===== src/rtl/snake_pkg.sv =====
// Shared definitions for the keypad front end and snake_core:
// direction key codes, debounce FSM encoding and small row-decode helpers.
package snake_pkg;

   localparam logic [3:0] KEY_UP    = 4'h6;
   localparam logic [3:0] KEY_DOWN  = 4'h4;
   localparam logic [3:0] KEY_LEFT  = 4'h8;
   localparam logic [3:0] KEY_RIGHT = 4'h2;

   typedef enum logic [1:0] {
      IDLE       = 2'd0,
      PRESS_DB   = 2'd1,
      HELD       = 2'd2,
      RELEASE_DB = 2'd3
   } kp_state_e;

   // Index of the lowest pressed row; rows is active-high here.
   function automatic logic [1:0] lowest_row(input logic [3:0] rows);
      if (rows[0])      return 2'd0;
      else if (rows[1]) return 2'd1;
      else if (rows[2]) return 2'd2;
      else              return 2'd3;
   endfunction

   function automatic logic multi_hot(input logic [3:0] v);
      return (v & (v - 4'd1)) != 4'd0;
   endfunction

endpackage


===== src/rtl/keypad_scanner_if.sv =====
// Keypad pins plus the key-event outputs consumed by snake_core.
// key_pressed is a one-cycle strobe with no ready: the consumer must take it that cycle.
interface keypad_scanner_if;
   logic [3:0] row_n;
   logic [3:0] col_n;
   logic [3:0] key_val;
   logic       key_pressed;
   logic       key_down;

   modport slave (
      input  row_n,
      output col_n, key_val, key_pressed, key_down
   );

   modport master (
      output row_n,
      input  col_n, key_val, key_pressed, key_down
   );
endinterface


===== src/rtl/keypad_frame_scan.sv =====
// Column scanner: synchronises rows, walks the columns and condenses each
// 4-column sweep into one frame summary (any / multi / first key code).
module keypad_frame_scan
   import snake_pkg::*;
#(
   parameter int SCAN_DIV = 50000
) (
   input  logic       clk,
   input  logic       rst_n,
   input  logic [3:0] row_n,
   output logic [3:0] col_n,
   output logic       frame_done,
   output logic       frame_any,
   output logic       frame_multi,
   output logic [3:0] frame_code
);

   localparam int DIV_W = (SCAN_DIV > 1) ? $clog2(SCAN_DIV) : 1;
   localparam logic [DIV_W-1:0] DIV_LAST = DIV_W'(SCAN_DIV - 1);

   logic [3:0]       row_meta_q, row_sync_q;
   logic [DIV_W-1:0] div_q, div_d;
   logic [1:0]       col_idx_q, col_idx_d;
   logic [3:0]       col_n_q, col_n_d;
   logic             acc_any_q, acc_any_d;
   logic             acc_multi_q, acc_multi_d;
   logic [3:0]       acc_code_q, acc_code_d;

   logic [3:0] rows;
   logic       sample;
   logic       slot_any;

   always_comb begin
      rows        = ~row_sync_q;
      sample      = (div_q == DIV_LAST);
      slot_any    = |rows;
      div_d       = sample ? '0 : div_q + 1'b1;
      col_idx_d   = col_idx_q;
      col_n_d     = col_n_q;
      acc_any_d   = acc_any_q;
      acc_multi_d = acc_multi_q;
      acc_code_d  = acc_code_q;

      // Merged view of the accumulator plus the slot being sampled now.
      frame_any   = acc_any_q | slot_any;
      frame_multi = acc_multi_q | multi_hot(rows) | (acc_any_q & slot_any);
      frame_code  = acc_any_q ? acc_code_q : {lowest_row(rows), col_idx_q};
      frame_done  = sample && (col_idx_q == 2'd3);

      if (sample) begin
         col_idx_d = col_idx_q + 2'd1;
         col_n_d   = ~(4'b0001 << col_idx_d);
         if (col_idx_q == 2'd3) begin
            acc_any_d   = 1'b0;
            acc_multi_d = 1'b0;
            acc_code_d  = 4'h0;
         end else begin
            acc_any_d   = frame_any;
            acc_multi_d = frame_multi;
            acc_code_d  = frame_code;
         end
      end
   end

   always_ff @(posedge clk or negedge rst_n) begin
      if (!rst_n) begin
         row_meta_q  <= 4'hF;
         row_sync_q  <= 4'hF;
         div_q       <= '0;
         col_idx_q   <= 2'd0;
         col_n_q     <= 4'b1110;
         acc_any_q   <= 1'b0;
         acc_multi_q <= 1'b0;
         acc_code_q  <= 4'h0;
      end else begin
         row_meta_q  <= row_n;
         row_sync_q  <= row_meta_q;
         div_q       <= div_d;
         col_idx_q   <= col_idx_d;
         col_n_q     <= col_n_d;
         acc_any_q   <= acc_any_d;
         acc_multi_q <= acc_multi_d;
         acc_code_q  <= acc_code_d;
      end
   end

   assign col_n = col_n_q;

endmodule


===== src/rtl/keypad_scanner.sv =====
// 4x4 keypad front end: frame scanner plus a frame-rate debounce FSM that
// emits exactly one key_pressed strobe per physical press, never auto-repeating.
module keypad_scanner
   import snake_pkg::*;
#(
   parameter int SCAN_DIV        = 50000,
   parameter int DEBOUNCE_FRAMES = 5
) (
   input  logic                    clk,
   input  logic                    rst_n,
   keypad_scanner_if.slave         bus,
   output kp_state_e               dbg_state
);

   localparam logic [3:0] DB_LAST = 4'(DEBOUNCE_FRAMES);

   logic       frame_done, frame_any, frame_multi;
   logic [3:0] frame_code;

   kp_state_e  state_q, state_d;
   logic [3:0] cand_q, cand_d;
   logic [3:0] cnt_q, cnt_d;
   logic [3:0] key_val_q, key_val_d;
   logic       key_pressed_q, key_pressed_d;
   logic       single;

   keypad_frame_scan #(.SCAN_DIV(SCAN_DIV)) u_scan (
      .clk         (clk),
      .rst_n       (rst_n),
      .row_n       (bus.row_n),
      .col_n       (bus.col_n),
      .frame_done  (frame_done),
      .frame_any   (frame_any),
      .frame_multi (frame_multi),
      .frame_code  (frame_code)
   );

   always_comb begin
      state_d       = state_q;
      cand_d        = cand_q;
      cnt_d         = cnt_q;
      key_val_d     = key_val_q;
      key_pressed_d = 1'b0;
      single        = frame_any && !frame_multi;

      if (frame_done) begin
         unique case (state_q)
            IDLE: begin
               if (single) begin
                  cand_d  = frame_code;
                  cnt_d   = 4'd1;
                  state_d = PRESS_DB;
               end
            end
            PRESS_DB: begin
               if (single && frame_code == cand_q) begin
                  if (cnt_q + 4'd1 == DB_LAST) begin
                     key_val_d     = cand_q;
                     key_pressed_d = 1'b1;
                     cnt_d         = 4'd0;
                     state_d       = HELD;
                  end else begin
                     cnt_d = cnt_q + 4'd1;
                  end
               end else begin
                  cnt_d   = 4'd0;
                  state_d = IDLE;
               end
            end
            // Any key activity while held, even a different key, just keeps us held.
            HELD: begin
               if (!frame_any) begin
                  cnt_d   = 4'd1;
                  state_d = RELEASE_DB;
               end
            end
            RELEASE_DB: begin
               if (!frame_any) begin
                  if (cnt_q + 4'd1 == DB_LAST) begin
                     cnt_d   = 4'd0;
                     state_d = IDLE;
                  end else begin
                     cnt_d = cnt_q + 4'd1;
                  end
               end else begin
                  cnt_d   = 4'd0;
                  state_d = HELD;
               end
            end
            default: state_d = IDLE;
         endcase
      end
   end

   always_ff @(posedge clk or negedge rst_n) begin
      if (!rst_n) begin
         state_q       <= IDLE;
         cand_q        <= 4'h0;
         cnt_q         <= 4'd0;
         key_val_q     <= 4'h0;
         key_pressed_q <= 1'b0;
      end else begin
         state_q       <= state_d;
         cand_q        <= cand_d;
         cnt_q         <= cnt_d;
         key_val_q     <= key_val_d;
         key_pressed_q <= key_pressed_d;
      end
   end

   assign bus.key_val     = key_val_q;
   assign bus.key_pressed = key_pressed_q;
   assign bus.key_down    = (state_q == HELD) || (state_q == RELEASE_DB);
   assign dbg_state       = state_q;

endmodule


===== src/flat_wrapper.sv =====
// flat-port wrapper written by rule: the top's interface ports become plain ports
module keypad_scanner_flat import snake_pkg::*;
#(
   parameter int SCAN_DIV        = 50000,
   parameter int DEBOUNCE_FRAMES = 5
)
  (clk, rst_n, dbg_state, bus_row_n, bus_col_n, bus_key_val, bus_key_pressed, bus_key_down);
  keypad_scanner_if bus_i ();
  input  logic clk;
  input  logic rst_n;
  output kp_state_e dbg_state;
  input wire logic [$bits(bus_i.row_n)-1:0] bus_row_n;
  output wire logic [$bits(bus_i.col_n)-1:0] bus_col_n;
  output wire logic [$bits(bus_i.key_val)-1:0] bus_key_val;
  output wire logic [$bits(bus_i.key_pressed)-1:0] bus_key_pressed;
  output wire logic [$bits(bus_i.key_down)-1:0] bus_key_down;
  assign bus_i.row_n = bus_row_n;
  assign bus_col_n = bus_i.col_n;
  assign bus_key_val = bus_i.key_val;
  assign bus_key_pressed = bus_i.key_pressed;
  assign bus_key_down = bus_i.key_down;
  keypad_scanner #(.SCAN_DIV(SCAN_DIV), .DEBOUNCE_FRAMES(DEBOUNCE_FRAMES)) u_core (.clk(clk), .rst_n(rst_n), .bus(bus_i), .dbg_state(dbg_state));
endmodule

===== config.mk =====
export PLATFORM = sky130hd
export DESIGN_NAME = keypad_scanner_flat
export DESIGN_NICKNAME = d
export VERILOG_FILES = /design/src/rtl/snake_pkg.sv /design/src/rtl/keypad_scanner_if.sv /design/src/rtl/keypad_frame_scan.sv /design/src/rtl/keypad_scanner.sv /design/src/flat_wrapper.sv
export SDC_FILE = /design/constraint.sdc
export NUM_CORES = 1
export LEC_CHECK = 0
export ABC_AREA = 1
export BUFFER_PORTS_ARGS = -buffer_cell sky130_fd_sc_hd__buf_2
export CAP_MARGIN = 10
export CORE_MARGIN = 3
export CORE_UTILIZATION = 59
export CTS_BUF_LIST = sky130_fd_sc_hd__clkbuf_8 sky130_fd_sc_hd__clkbuf_16
export CTS_CLUSTER_DIAMETER = 100
export DETAILED_ROUTE_END_ITERATION = 8
export PLACE_DENSITY = 0.84
export SLEW_MARGIN = 20
export SYNTH_ARGS = -nofsm -noshare
export SYNTH_HDL_FRONTEND = slang
export SYNTH_SLANG_ARGS = --single-unit

===== constraint.sdc =====
create_clock -name clk -period 1.9 [get_ports clk]
set_clock_uncertainty 0.05 [all_clocks]
set_input_delay 0.19 -clock clk [delete_from_list [all_inputs] [get_ports clk]]
set_output_delay 0.19 -clock clk [all_outputs]
set_load 0.01 [all_outputs]

## Word level (Yosys, flattened, before mapping)

Cells that the tools add are included.

- Register bits after elaboration: 51
- Input port bits: 6
- Output and inout port bits: 12
- Logic and storage cells: 73

- $add $sub $neg: 4
- Equality and inequality tests: 11
- Shift-type cells: 1
- Multiplexer cells: 25
- Bitwise operators: 7
- Reductions and logical operators: 12

Operators by type and width:

| kind | count |
|---|---|
| 2-to-1 mux 4 bit | 7 |
| adder 16 x 1 -> 16 bit, second input constant | 1 |
| equality test 16 bit, second input constant | 1 |
| 2-to-1 mux 16 bit | 1 |
| 2-to-1 mux 2 bit | 8 |
| one-hot mux 4 bit (4 select lines) | 1 |
| NOT 4 bit | 2 |
| one-hot mux 2 bit (4 select lines) | 1 |
| 2-to-1 mux 1 bit | 7 |
| equality test 2 bit, second input constant | 3 |
| AND reduction 3 bit | 2 |
| AND reduction 5 bit | 1 |
| adder 4 x 1 -> 4 bit, second input constant | 1 |
| AND 4 bit | 1 |
| equality test 4 x 3 -> 1 bit, second input constant | 1 |
| equality test 4 bit | 1 |
| AND reduction 4 bit | 1 |
| nonzero test 4 bit | 1 |
| OR reduction 4 bit | 1 |
| left shift 1 x 2 -> 4 bit, first input constant | 1 |
| subtractor 4 x 1 -> 4 bit, second input constant | 1 |
| logical AND 1 bit | 3 |
| inequality test 3 x 1 -> 1 bit, second input constant | 1 |
| inequality test 3 bit, second input constant | 1 |
| 9 further kinds | 11 |

## Logic depth before layout (Yosys ltp)

- Depth in word-level cells: 12
- Gate-level depth with buffers: 14
- Gate-level depth less buffers: 14

## By module

A second synthesis with hierarchy kept.

- Cells, all modules: 326
- Area, all modules: 2635.0 sq um

Modules (own cells, without submodules):

| module | times used | cells an instance | area each (sq um) | sequential area each (sq um) |
|---|---|---|---|---|
| keypad_frame_scan | 1 | 204 | 1754.2 | 914.6 |
| keypad_scanner | 1 | 122 | 880.8 | 375.4 |

## Worst setup path before layout

Ideal clock, no wire load.

- Kind: reg2reg
- Start point: register u_core.u_scan.div_q[0]
- End point: register u_core.state_q[1] (netlist: u_core.dbg_state[1])
- Setup time: 117 ps
- Data arrival time: 1477 ps
- Data required time: 1733 ps
- Path slack: 256 ps
- Cell stages (with the launch flop): 13
- Path buffers: 0
- Clock period less this slack: 1644 ps
- Cell sequence: dfrtp_1 > ha_1 > nand2_1 > nor2_4 > inv_2 > nor2_2 > nand3b_2 > nor2_4 > nand3_4 > clkinv_4 > nand3_1 > nand2_1 > nand2_1

- Longest elaborated chain between the ends: 3

RTL lines:

| item | RTL line | text |
|---|---|---|
| from (decl) | keypad_frame_scan.sv:22 | `logic [DIV_W-1:0] div_q, div_d;` |
| from (signal assigned) | keypad_frame_scan.sv:78 | `div_q <= div_d;` |
| equality test 16 bit | keypad_frame_scan.sv:35 | `sample = (div_q == DIV_LAST);` |
| logical AND 1 bit | keypad_frame_scan.sv:48 | `frame_done = sample && (col_idx_q == 2'd3);` |
| AND reduction 5 bit (no line) | n/a |  |
| to (signal assigned) | keypad_scanner.sv:103 | `state_q <= state_d;` |
| to (decl) | keypad_scanner.sv:20 | `kp_state_e state_q, state_d;` |

Every way passes these cells.
A chain may end at the register's enable or synchronous reset.

## Worst setup path in the final report

- Start point: register u_core.u_scan.div_q[0]
- End point: register u_core.cand_q[1]

- Longest elaborated chain between the ends: 3

RTL lines:

| item | RTL line | text |
|---|---|---|
| equality test 16 bit | keypad_frame_scan.sv:35 |  |
| logical AND 1 bit | keypad_frame_scan.sv:48 |  |
| AND reduction 3 bit (no line) | n/a |  |
| to (signal assigned) | keypad_scanner.sv:104 | `cand_q <= cand_d;` |
| to (decl) | keypad_scanner.sv:21 | `logic [3:0] cand_q, cand_d;` |

Every way passes these cells.

==> metrics.txt <==
share of layout cells above drive strength 1=26.49%; RD Place Congestion=0.8304; max-cap violations=0; pwr/cell area=613.3 mW/mm^2; Leak=1.492 nW; maximum vdd drop=0.4174 mV; CP startpoint kind=register; die area=0.005117 mm^2; Synth top area share=39.51%; Overall Global Routing Usage=20.81%; Max Fanout on Critical Path=8; final hold violation count=0; Total Power=1.835 mW; Max stage delay on crit path=380 ps; Clock Path Buffers=2; HPWL Detailed=3313 um; port bufs=17; worst slew pin tran=625.0 ps; CP delay by family, top=simple AND/OR/NAND/NOR gates; Ys Warns=0; Mapped Area=0.002534 mm^2; placed instance area=0.002699 mm^2; Layout Nets=349; f_max=554.2 MHz; CP Class=reg2reg; Die Ht=71.53 um; Vias/cell=5.339; CTS Buf Count=5; cells after synthesis=297; Synth area leader=dfrtp_1; pin count of the biggest net entering global routing=52; DP Worst Slack=74.03 ps; Site Rows=23; CORE AREA=0.004058 mm^2; minimum clock period=1805 ps; status=completed; Avg Inst Size Synth=8.531 um^2; Sink Count=51; Critical Path RT=2030 ps; global-route wire length before repair=8342 um; Horiz. Die Dim=71.53 um; Antenna Cells=0; # DRC=0; initial core utilization=62.44%; fin area=0.002993 mm^2; share of flip-flops with an asynchronous set or reset=100.0%; final WL=5129 um; vias in the first global route=1912; critical-path cell list=ha_2 -> nand2_2 -> nor2_4 -> inv_4 -> nor2_4 -> nand2_4 -> inv_2 -> nand3_2 -> nor2_4 -> o21ai_0; fin. max-slew vios=0; PnR worst setup slack=95.46 ps; critical path's most frequent cell=nor2_4; worst skew pair latency=310 ps; crit end category=register; Layout Area Growth over Synthesis=18.12%; GR Overflow Total=0; post-synthesis sequential area ratio=50.91%; H-tree levels=2; Seq cells post-synth=51; syn_nets=311; Setup-failing EPs final=0; Final Core Density=73.76%; CTS tree=done; Routed Antenna Nets=0; Iter 0 DRT Violations=167; Hold/Removal Path Class=reg2reg; dominant synthesized flop cell=dfrtp_1; IO Pins=18; crit path DAT=1940 ps; Post-synth top cells=nand2_1 (77), dfrtp_1 (40), inv_1 (36); Worst Path Buf+Inv=2; total number of vias=2061; fin crit share=94.98%; Slew HR=58.33%; drt pass-1 iters=5; drt wl/cell=13.29 um; EDFF count, synth=0; count leader, synth=nand2_1; initial antenna violation count=0; root buffer cell=clkbuf_8; ranking of synthesized cells by area=dfrtp_1 (40%), dfstp_2 (11%), nand2_1 (11%); Reg clk slew, reported paths=80 ps; library cells used by synthesis=34; Slowest-stage cell, CP=dfrtp_1
[registers in the layout (all words and copies together) (netlist names)]
| signal | cells |
|---|---|
| u_core.u_scan.row_sync_q | 4 |
| u_core.cnt_q | 4 |
| u_core.bus.key_pressed | 1 |
| u_core.dbg_state | 2 |
| u_core.u_scan.col_idx_q | 2 |
| u_core.u_scan.div_q | 16 |
| u_core.u_scan.row_meta_q | 4 |
| u_core.u_scan.col_n | 4 |
| u_core.bus.key_val | 4 |
| u_core.u_scan.acc_multi_q | 1 |
| u_core.u_scan.acc_any_q | 1 |
| u_core.u_scan.acc_code_q | 4 |
| u_core.cand_q | 4 |
[repair_timing]
| action | CTS | global route |
|---|---|---|
| endpoints found under the setup margin | 0 | 15 |
| hold buffers | 5 | 0 |
| buffers inserted | 0 | 8 |
| hold endpoints to repair | 44 | 0 |
| gates resized for setup | 0 | 24 |
[cells in the final DEF, fill, tap and decap left out, types with 5 or more instances in the layout]
cell type	Yosys	routed
xor2_1	6	6
inv_1	36	37
dfrtp_1	40	39
o21ai_0	19	19
nand2_2	3	10
buf_2	1	17
dfstp_2	11	11
ha_1	8	7
o21ai_1	5	5
buf_4	0	12
dlygate4sd3_1	0	5
nand4_1	7	7
nor2_1	23	20
clkbuf_8	0	7
nor2_4	3	5
a21oi_1	6	6
nand3_1	20	17
nand2_1	77	69
nand3_2	2	5
nor2_2	7	8
[logic make-up after synthesis]
group	count (synthesis)	synth area share, %
simple gates	154	29.14
xor+xnor	6	2.074
compound gates	35	7.309
fa+ha+maj	8	3.951
flops	51	50.91
buf+inv	43	6.617
[cell type report]
type | count | area, um^2
well taps | 50 | 62.56
multi-input cells | 203 | 1154
fillers | 287 | 1065
clock inverters | 1 | 3.754
repair buffers | 34 | 225.2
flip-flops and latches | 51 | 1291
inverters | 40 | 160.2
clock buffers | 7 | 96.34
[path summary, 6_finish.rpt]
kind                                             startpoint                           to  slack [ps]  depth (start not counted)
min in group asynchronous                             rst_n   u_core.u_scan.col_idx_q[0]         470                          3
worst max register to register       u_core.u_scan.div_q[0]             u_core.cand_q[1]         100                         10
max in group asynchronous                             rst_n      u_core.u_scan.acc_any_q         900                          3
worst max-delay path                 u_core.u_scan.div_q[0]             u_core.cand_q[1]         100                         10
worst min-delay path            u_core.u_scan.row_meta_q[0]  u_core.u_scan.row_sync_q[0]         310                          0
worst min register to register  u_core.u_scan.row_meta_q[0]  u_core.u_scan.row_sync_q[0]         310                          0
[report_power, final]
group          switching, mW  total [mW]  internal [mW]
sequential           0.00448        1.10           1.10
clock                  0.339       0.666          0.327
combinational         0.0438      0.0647         0.0210
total                  0.387        1.84           1.45
[metrics by stage]
step                      hold WS [ps]  setup TNS (ps)  instances
after floorplan                 -155.6               0        297
after global placement           244.9               0        365
after detailed placement         246.6               0        365
after CTS                        308.4               0        378
after global routing             313.4          -93.01        386
final                            307.5               0        386
[routing by layer]
| metal | up-vias | wire length, um | track usage (%) |
|---|---|---|---|
| li1 | 1016 | - | - |
| met1 | 943 | 2251 | 27.40 |
| met2 | 89 | 2434 | 33.78 |
| met3 | 13 | 326 | 4.909 |
| met4 | 0 | 117 | 7.516 |
| met5 | - | 0 | 0 |
(Power assumes the default switching activity.)
